File: src/rtl/imem_access_arbiter.sv
// ---------------------------------------------------------------------------
// imem_access_arbiter
//
// Shares one instruction memory between two requesters:
//   port F : fetch unit, read-only
//   port L : program loader / debug port, read or write
// A granted access drives mem_E for ACCESS_CYCLES cycles with the address,
// data and write flag held stable. At the last edge of the window the read
// data is captured and a one-cycle acknowledge is raised for the granted port.
//
// Optional build macro: IMEM_WRITE_PROTECT_EN
//   When defined, a port-L write to an address below PROTECT_LIMIT keeps the
//   full access timing but never raises mem_E, and completes with l_err=1.
//   When undefined, every write proceeds and l_err is tied to 0.
//
// Ports
//   clk, rst            clock, asynchronous active-high reset
//   f_req/f_addr        fetch request and byte address
//   f_rdata/f_ack       fetched word and one-cycle completion pulse
//   l_req/l_we/l_addr/l_wdata  loader request, write flag, address, data
//   l_rdata/l_ack/l_err loader read data, completion pulse, rejected write
//   mem_E/mem_RW/mem_address/mem_dataIn  memory control, address, write data
//   mem_dataOut         memory read data
//   busy                high while an access is in ACCESS or DONE
//   owner               current or most recent grant (0 = F, 1 = L)
// ---------------------------------------------------------------------------
module imem_access_arbiter #(
  parameter int unsigned ACCESS_CYCLES = 1,
  parameter logic [63:0] PROTECT_LIMIT = 64'h400
) (
  input  logic        clk,
  input  logic        rst,
  input  logic        f_req,
  input  logic [63:0] f_addr,
  output logic [31:0] f_rdata,
  output logic        f_ack,
  input  logic        l_req,
  input  logic        l_we,
  input  logic [63:0] l_addr,
  input  logic [31:0] l_wdata,
  output logic [31:0] l_rdata,
  output logic        l_ack,
  output logic        l_err,
  output logic        mem_E,
  output logic        mem_RW,
  output logic [63:0] mem_address,
  output logic [31:0] mem_dataIn,
  input  logic [31:0] mem_dataOut,
  output logic        busy,
  output logic        owner
);

  typedef enum logic [1:0] {
    IDLE   = 2'd0,
    ACCESS = 2'd1,
    DONE   = 2'd2
  } state_e;

  localparam logic [3:0] CNT_LOAD = 4'(ACCESS_CYCLES - 1);

`ifdef IMEM_WRITE_PROTECT_EN
  localparam bit PROTECT_ON = 1'b1;
`else
  localparam bit PROTECT_ON = 1'b0;
`endif

  state_e      state_q, state_d;
  logic [3:0]  cnt_q, cnt_d;
  logic        owner_q, owner_d;
  logic        we_q, we_d;
  logic        blk_q, blk_d;      // current access is a rejected write
  logic [63:0] addr_q, addr_d;
  logic [31:0] din_q, din_d;
  logic [31:0] f_rdata_q, f_rdata_d;
  logic [31:0] l_rdata_q, l_rdata_d;

  logic grant_f, grant_l, prot_hit;

  // Round robin: with both requests pending the port that did not win last
  // time is granted. owner resets to 1 so F wins the first contention.
  always_comb begin
    grant_l  = l_req && (!f_req || !owner_q);
    grant_f  = f_req && !grant_l;
    prot_hit = PROTECT_ON && l_we && (l_addr < PROTECT_LIMIT);
  end

  // -------------------------------------------------------------------------
  // State and datapath registers
  // -------------------------------------------------------------------------
  // NOTE: every register, including the read-data holding registers, has a
  // defined reset value so the outputs are all known right after reset.
  always_ff @(posedge clk or posedge rst) begin
    if (rst) begin
      state_q   <= IDLE;
      cnt_q     <= '0;
      owner_q   <= 1'b1;
      we_q      <= 1'b0;
      blk_q     <= 1'b0;
      addr_q    <= '0;
      din_q     <= '0;
      f_rdata_q <= '0;
      l_rdata_q <= '0;
    end else begin
      // NOTE: non-blocking assignments so all registers update together.
      state_q   <= state_d;
      cnt_q     <= cnt_d;
      owner_q   <= owner_d;
      we_q      <= we_d;
      blk_q     <= blk_d;
      addr_q    <= addr_d;
      din_q     <= din_d;
      f_rdata_q <= f_rdata_d;
      l_rdata_q <= l_rdata_d;
    end
  end

  // -------------------------------------------------------------------------
  // Next-state logic
  // -------------------------------------------------------------------------
  always_comb begin
    // NOTE: hold-value defaults before the case keep this block latch-free.
    state_d   = state_q;
    cnt_d     = cnt_q;
    owner_d   = owner_q;
    we_d      = we_q;
    blk_d     = blk_q;
    addr_d    = addr_q;
    din_d     = din_q;
    f_rdata_d = f_rdata_q;
    l_rdata_d = l_rdata_q;

    unique case (state_q)
      IDLE: begin
        if (grant_f || grant_l) begin
          state_d = ACCESS;
          owner_d = grant_l;
          cnt_d   = CNT_LOAD;
          if (grant_l) begin
            addr_d = l_addr;
            din_d  = l_wdata;
            we_d   = l_we;
            blk_d  = prot_hit;
          end else begin
            addr_d = f_addr;
            din_d  = '0;
            we_d   = 1'b0;
            blk_d  = 1'b0;
          end
        end
      end

      ACCESS: begin
        if (cnt_q == 4'd0) begin
          state_d = DONE;
          // Writes leave the requester's read-data register untouched.
          if (!owner_q)   f_rdata_d = mem_dataOut;
          else if (!we_q) l_rdata_d = mem_dataOut;
          addr_d = '0;
          din_d  = '0;
          we_d   = 1'b0;
          // blk_q survives into DONE where it drives l_err.
        end else begin
          cnt_d = cnt_q - 4'd1;
        end
      end

      DONE: begin
        state_d = IDLE;
        blk_d   = 1'b0;
      end

      default: state_d = IDLE;
    endcase
  end

  // -------------------------------------------------------------------------
  // Outputs
  // -------------------------------------------------------------------------
  always_comb begin
    mem_E       = (state_q == ACCESS) && !blk_q;
    mem_RW      = we_q;
    mem_address = addr_q;
    mem_dataIn  = din_q;
    busy        = (state_q != IDLE);
    f_ack       = (state_q == DONE) && !owner_q;
    l_ack       = (state_q == DONE) &&  owner_q;
    f_rdata     = f_rdata_q;
    l_rdata     = l_rdata_q;
    owner       = owner_q;
  end

`ifdef IMEM_WRITE_PROTECT_EN
  assign l_err = (state_q == DONE) && owner_q && blk_q;
`else
  assign l_err = 1'b0;
`endif

endmodule

File: config.mk
export PLATFORM = sky130hd
export DESIGN_NAME = imem_access_arbiter
export DESIGN_NICKNAME = d
export VERILOG_FILES = /design/src/rtl/imem_access_arbiter.sv
export SDC_FILE = /design/constraint.sdc
export NUM_CORES = 1
export LEC_CHECK = 0
export BUFFER_PORTS_ARGS = -buffer_cell sky130_fd_sc_hd__clkbuf_2
export CORE_AREA = 2 2 142 144
export CTS_BUF_LIST = sky130_fd_sc_hd__clkbuf_16
export DETAILED_ROUTE_END_ITERATION = 7
export DIE_AREA = 0 0 144 146
export GPL_TIMING_DRIVEN = 0
export PLACE_DENSITY = 0.68
export RECOVER_POWER = 25
export SKIP_LAST_GASP = 1
export SYNTH_ARGS = -nofsm -noshare
export SYNTH_HDL_FRONTEND = slang
export SYNTH_SLANG_ARGS = --single-unit
File: constraint.sdc
create_clock -name clk -period 6.5 [get_ports clk]
set_clock_uncertainty 0.05 [all_clocks]
set_input_delay 1.3 -clock clk [delete_from_list [all_inputs] [get_ports clk]]
set_output_delay 1.3 -clock clk [all_outputs]
set_load 0.005 [all_outputs]
Word level (Yosys, flattened, before mapping) --
Index checks and enable logic that the tools add are counted.
Storage, ports and cells: register bits 169, input bits 197, logic and storage cells 60
Cells by class: $add $sub $neg 1, equal/unequal tests 5, mux-type cells 20, bitwise logic cells 2, reductions and logical operators 23
Operators by type and width (number):
- $mux W64 | 3
- $pmux W64 S2 | 1
- $mux W32 | 3
- $pmux W32 S2 | 1
- $reduce_and A3 Y1 | 3
- $mux W4 | 2
- $pmux W4 S2 | 1
- $ne A2 B2 Y1 const B | 3
- $reduce_and A2 Y1 | 3
- $reduce_bool A2 Y1 | 3
- $logic_and A1 B1 Y1 | 5
- $logic_not A1 Y1 | 4
- $logic_not A4 Y1 | 1
- $mux W1 | 4
- $mux W2 | 2
- $pmux W1 S2 | 2
- $pmux W2 S2 | 1
- $reduce_and A4 Y1 | 1
- $sub A4 B1 Y4 const B | 1
- $eq A2 B1 Y1 const B | 1
- $eq A2 B2 Y1 const B | 1
- $logic_not A2 Y1 | 1
- $logic_or A1 B1 Y1 | 2
- $not A1 Y1 | 2

Longest topological paths before layout --
Gate-level depths: netlist (run 1).
depth after elaboration 8, gate-level depth with buffers 8, gate-level depth less buffers 7

Worst setup path before layout (run 1) --
OpenSTA, ideal clock, no wires.
kind input -> register, start input l_req, end register addr_q[10] (netlist: mem_address[10]), library setup time 0.064 ns, arrival 2.458 ns, data required time 6.386 ns, setup slack 3.928 ns, cell stages on the path 7, path buffers 3, cell sequence a21boi_1 > buf_2 > buf_2 > buf_1 > nand3_1 > o21ai_0 > mux2_2
On the way: word-level cells in the longest chain between the ends 6
Ends and longest elaborated chain:
- start: declaration | line 37 | input logic l_req,
- $logic_and A1 B1 Y1 * | line 82 | grant_l = l_req && (!f_req || !owner_q);
- $logic_not A1 Y1 | line 83 | grant_f = f_req && !grant_l;
- $logic_and A1 B1 Y1 | line 83
- $logic_or A1 B1 Y1 | line 134 | if (grant_f || grant_l) begin
- $ne A2 B2 Y1 (no line)
- $reduce_and A3 Y1 (no line)
- end signal: assignment | line 110 | addr_q <= addr_d;
- end: declaration | line 72 | logic [63:0] addr_q, addr_d;
Mark *: on every way between the ends. The rest lies on a longest branch, timed or not. The select of a mux whose other input is x is not followed. A chain may end at the register's enable or synchronous reset.

Final worst setup path (run 1) --
start register state_q[0], end output mem_E
On the way: word-level cells in the longest chain between the ends 2
Ends and longest elaborated chain:
- start: declaration | line 67 | state_e state_q, state_d;
- start signal: assignment | line 105 | state_q <= state_d;
- $eq A2 B1 Y1 | line 180 | mem_E = (state_q == ACCESS) && !blk_q;
- $logic_and A1 B1 Y1 | line 180
- end: declaration | line 44 | output logic mem_E,
Every way passes these cells.

==> results of run 1 <==
## metrics by stage
step,instances,area [µm²]
floorplan,609,7430
global placement,1236,9570
detailed placement,1237,9610
CTS,1269,10200
global route,1269,10200
finish,1269,10200
## cells in the mapped netlist (2+ instances only)
cell type	count	area share [%]
dfrtp_1	167	56
mux2_2	96	15
nand3_1	68	4.6
nand2_1	66	3.3
o21ai_0	66	4.4
a22o_1	33	3.9
mux2_4	30	6.1
clkbuf_1	21	1.1
buf_4	10	1.0
buf_1	8	0.40
buf_2	8	0.54
inv_1	5	0.25
buf_6	3	0.45
nor2_1	3	0.15
a21oi_1	2	0.13
and2_1	2	0.17
ha_1	2	0.34
mux2_1	2	0.30
mux2i_1	2	0.27
## flip-flops by register name, indices dropped and copies added, names as in the netlist
signal and cells:
cnt_q 4, mem_address 64, owner 1, mem_dataIn 32, f_rdata 32, l_rdata 32
mem_RW 1, state_q 2
## worst max-delay path: cells and delay by family (launching register included)
family        cells  cell delay, ns
buf+inv           4            1.42
flops             1            0.41
simple gates      1            0.08
## power by group
| part | leakage, nW | switching, mW | internal, mW | total [mW] |
|---|---|---|---|---|
| clock | 0.267 | 0.465 | 0.505 | 0.971 |
| combinational | 2.99 | 1.04 | 1.18 | 2.22 |
| sequential | 2.07 | 0.281 | 1.56 | 1.84 |
## path summary, 6_finish.rpt
kind | to | slack (ns)
worst max-delay path | mem_E | 2.82
worst min-delay path | cnt_q[3] | 0.43
worst max register to register | mem_address[33] | 3.94
worst min register to register | cnt_q[3] | 0.43
max in group asynchronous | mem_address[11] | 3.36
min in group asynchronous | f_rdata[11] | 1.67
## metal layers
layer / part of all wire, % / vias up / wire length [µm]
met5: 0 / - / 0
met4: 3.3 / 0 / 712
met3: 7.5 / 49 / 1630
met2: 50 / 296 / 10800
met1: 40 / 2947 / 8620
li1: - / 2909 / -
## area by class of cell
class / instances / share of cell area [%]
sequential: 168 / 41.4
multi-input combinational: 385 / 28.9
timing repair buffer: 363 / 18.1
clock buffer: 17 / 4.19
tap: 265 / 3.26
buffer: 50 / 2.54
clock inverter: 15 / 1.34
inverter: 6 / 0.234
## cell usage in the layout (no fill, tap or decap), drive strengths merged, types with 4 or more instances in the layout
cell type / instances
clkbuf: 400
dfrtp: 167
mux2: 128
nand3: 68
nand2: 67
o21ai: 67
a22o: 33
buf: 30
inv: 14
clkinvlp: 5
nor2: 4
## cell families after synthesis
kind of cell | after synthesis | synth area share [%]
compound gates | 104 | 8.74
fa+ha+maj | 2 | 0.337
buf+inv | 56 | 3.77
flops | 168 | 56.6
mux | 130 | 21.2
other cells | 1 | 0.0505
simple gates | 148 | 9.28
==> flow_summary.ini, run 1 <==
[detailed_routing]
drt_iter0_drc = 222
vias_per_cell = 4.89
vias = 6201
antenna_left = 0
firstDrtPassIters = 5
drt-total-wl_um = 21700
drc = 0
wire_per_inst_um = 17.1

[logic_synthesis]
synthFlopType = dfrtp_1
syn_area_per_cell_um2 = 12.2
ys.warnings.count = 0
synthDistinctLibCells = 34
syn-num-nets = 808
synth-seq-cells = 168
seq_area_frac_synth_pct = 56.6
netlist_instances = 609
ys_async_sr_fraction_pct = 100
synth_area_um2 = 7430
synth_edf_count = 0

[status]
run_status = finished with violations
violations = max-capacitance violations, max-slew violations

[timing]
drv_slew = 69
setup_slack_ns = 2.82
tns_ns = 0
layout_min_cycle_time_ns = 3.68
finalHoldViolations = 0
setup_viol = 0
fmax_mhz = 272
hold_ws_ns = 0.434
fin_crit_sh_pct = 56.6
worst_slew_pin_slew_ns = 3.02
rsz0062_at_grt = false
slew_headroom_pct = -102

[power_and_ir_drop]
vdd_drop_max_uv = 244
fin_total_pwr_mw = 5.03
p_per_area_nw_per_um2 = 495
p_leak_nw = 5.33

[layout]
post-route-util_pct = 52.5
drive_above_1_share_pct = 54.5
antenna_cells = 0
final_nets = 1190
syn2layout_area_growth_pct = 36.8
nFillCells = 1742
seq_area_um2 = 4210
multi_input_area_um2 = 2940

[setup_path]
r2r_start = state_q[0]
cp_max_fo = 10
critical_path.cell_chain = nand2b_1, clkbuf_1, clkbuf_1, inv_1, clkbuf_2
slowest_delay_ns = 0.60
critPathRequiredTime_ns = 5.15
critPathKind = flop to output port
critPathLaunchType = flop
crit_path_start = state_q[0]
crit_top_cell = clkbuf_1
critPathArrivalTime_ns = 2.33
cp_slowest_cell = clkbuf_1
cp-end-kind = output port
reg2reg_depth = 7

[place]
place_ws_ns = 3.13
place_congestion = 0.916
io_buffers = 362
hpwl_um = 16900

[floorplan]
dieArea_um2 = 21000
initial_core_util_pct = 38.4
die_y_um = 146
rows = 51
die_x_um = 144
core_area_um2 = 19300
io-pin-count = 364

[global_routing]
grt-busiest-layer = met2
grt.overflow.total = 0
grt_max_degree = 101
antenna_found_initial = 0
grt_pass1_vias = 6284
use_met1_pct = 24.5
grt_pass1_wl_um = 33100
grtUsageMet2_pct = 34.7
gr-usage-all-layers_pct = 20.4
met3_usage_pct = 4.87

[clock_tree]
post_cts_buffers = 0
cts_made_buffers = 17
tritoncts = done
clock-sinks = 168
clk_pin_slew_worst_paths_ns = 0.07
cts_root_buf = clkbuf_16
holdBufCountCts = 0
clk_latency_ns = 0.42
cts-resized-gates = 0
cts_buffer_depth = 2
htreeDepth = 4

[hold_path]
hp-class = flop to flop
min_from = cnt_q[3]
hold_path_depth = 1

[job]
max_cap_viol_count = 1
Note: power is estimated with default switching activity, not from simulation.
==> run 2: changes to the inputs <==
Clock period 6.5 ns to 3.4 ns, I/O delays scaled along.
==> flow_summary.ini, run 2 (synthesized netlist as in run 1, its figures left out) <==
[clock_tree]
clock-sinks = 168
holdBufCountCts = 0
cts-resized-gates = 0
clk_pin_slew_worst_paths_ns = 0.07
post_cts_buffers = 0
clk_latency_ns = 0.42
tritoncts = done
cts_buffer_depth = 2
cts_made_buffers = 17
cts_root_buf = clkbuf_16
htreeDepth = 4

[job]
max_cap_viol_count = 2

[floorplan]
dieArea_um2 = 21000
die_x_um = 144
die_y_um = 146
initial_core_util_pct = 38.4
core_area_um2 = 19300
rows = 51
io-pin-count = 364

[place]
hpwl_um = 17300
place_congestion = 0.896
placed_cell_area_um2 = 9650
io_buffers = 362

[detailed_routing]
met1_length_um = 8780
antenna_left = 0
highest_layer = met4
vias_per_cell = 4.83
firstDrtPassIters = 6
wl_met3_um = 1400
vias = 6141
drc = 0
drt_iter0_drc = 254
dr_wl_met2_um = 10900
wire_per_inst_um = 17.0
drt-total-wl_um = 21700

[setup_path]
critPathLaunchType = flop
cp-end-kind = output port
cp_max_fo = 10
crit_top_cell = clkbuf_1
critPathRequiredTime_ns = 2.67
critPathBufInv = 4
slowest_delay_ns = 0.59
critPathArrivalTime_ns = 2.30
critical_path.top_delay_family = buffers and inverters
critPathKind = flop to output port
critical_path.cell_chain = nand2b_1, clkbuf_1, clkbuf_1, inv_1, clkbuf_2
cp_slowest_cell = clkbuf_1

[timing]
slew_headroom_pct = -26.6
tns_ns = 0
setup_viol = 0
drv_slew = 77
rsz0062_at_grt = false
fmax_mhz = 330
fin_crit_sh_pct = 89.2
finalHoldViolations = 0
layout_min_cycle_time_ns = 3.03
worst_slew_pin_slew_ns = 1.90

[power_and_ir_drop]
p_leak_nw = 5.37
p_per_area_nw_per_um2 = 946
vdd_drop_max_uv = 467

[global_routing]
grt_pass1_vias = 6168
antenna_found_initial = 0
grt_max_degree = 42
gr-usage-all-layers_pct = 20.3
grt.overflow.total = 0
grt_pass1_wl_um = 33000

[status]
violations = max-capacitance violations, max-slew violations
run_status = finished with violations

[layout]
post-route-util_pct = 52.8
stdcell_area_um2 = 10200
largest_reg_flops = 64
layout_common_cells = clkbuf_2, dfrtp_1, mux2_2
nFillCells = 1789
drive_above_1_share_pct = 54.5
final_nets = 1193
layout_commonest_cell = clkbuf_2
antenna_cells = 0
syn2layout_area_growth_pct = 37.5

[hold_path]
hp-class = input port to async pin
run 2: final cells by class:
cell class | instances | area [µm²] | area share [%]
repair buffers | 366 | 1870 | 18.3
multi-input cells | 385 | 2940 | 28.8
clock buffers | 17 | 425 | 4.17
flip-flops and latches | 168 | 4210 | 41.2
clock inverters | 15 | 156 | 1.53
plain buffers | 50 | 258 | 2.52
well taps | 265 | 332 | 3.25
inverters | 6 | 23.8 | 0.233
run 2: worst paths after layout:
kind | from | cells past startpoint | endpoint | slack, ns
worst min-delay path | rst | 2 | f_rdata[18] | 0.34
worst max-delay path | state_q[0] | 5 | mem_E | 0.37
max in group asynchronous | rst | 3 | f_rdata[3] | 0.68
worst min register to register | cnt_q[3] | 1 | cnt_q[3] | 0.43
worst max register to register | state_q[0] | 7 | mem_address[7] | 0.89
min in group clk | l_wdata[23] | 2 | mem_dataIn[23] | 0.42
run 2: metrics by stage:
| stage | std cells | power [mW] | hold slack (ns) | setup WS (ns) |
|---|---|---|---|---|
| 2_1_floorplan | 609 | 6.00 | 0.396 | 0.530 |
| 3_3_place_gp | 1236 | 7.75 | 0.417 | -0.537 |
| 3_5_place_dp | 1240 | 7.86 | 0.428 | 0.645 |
| 4_1_cts | 1272 | 9.76 | 0.231 | 0.348 |
| 5_1_grt | 1272 | 10.3 | 0.371 | 0.193 |
| 6_report | 1272 | 9.65 | 0.337 | 0.368 |
run 2: power breakdown:
part	switching, mW	internal [mW]
logic	2.00	2.26
registers	0.536	2.98
clock network	0.902	0.979
run 2: layer usage:
metal,vias to the layer above,track usage [%]
li1,2919,-
met1,2946,24.0
met2,236,35.3
met3,40,5.33
met4,0,7.55
met5,-,0
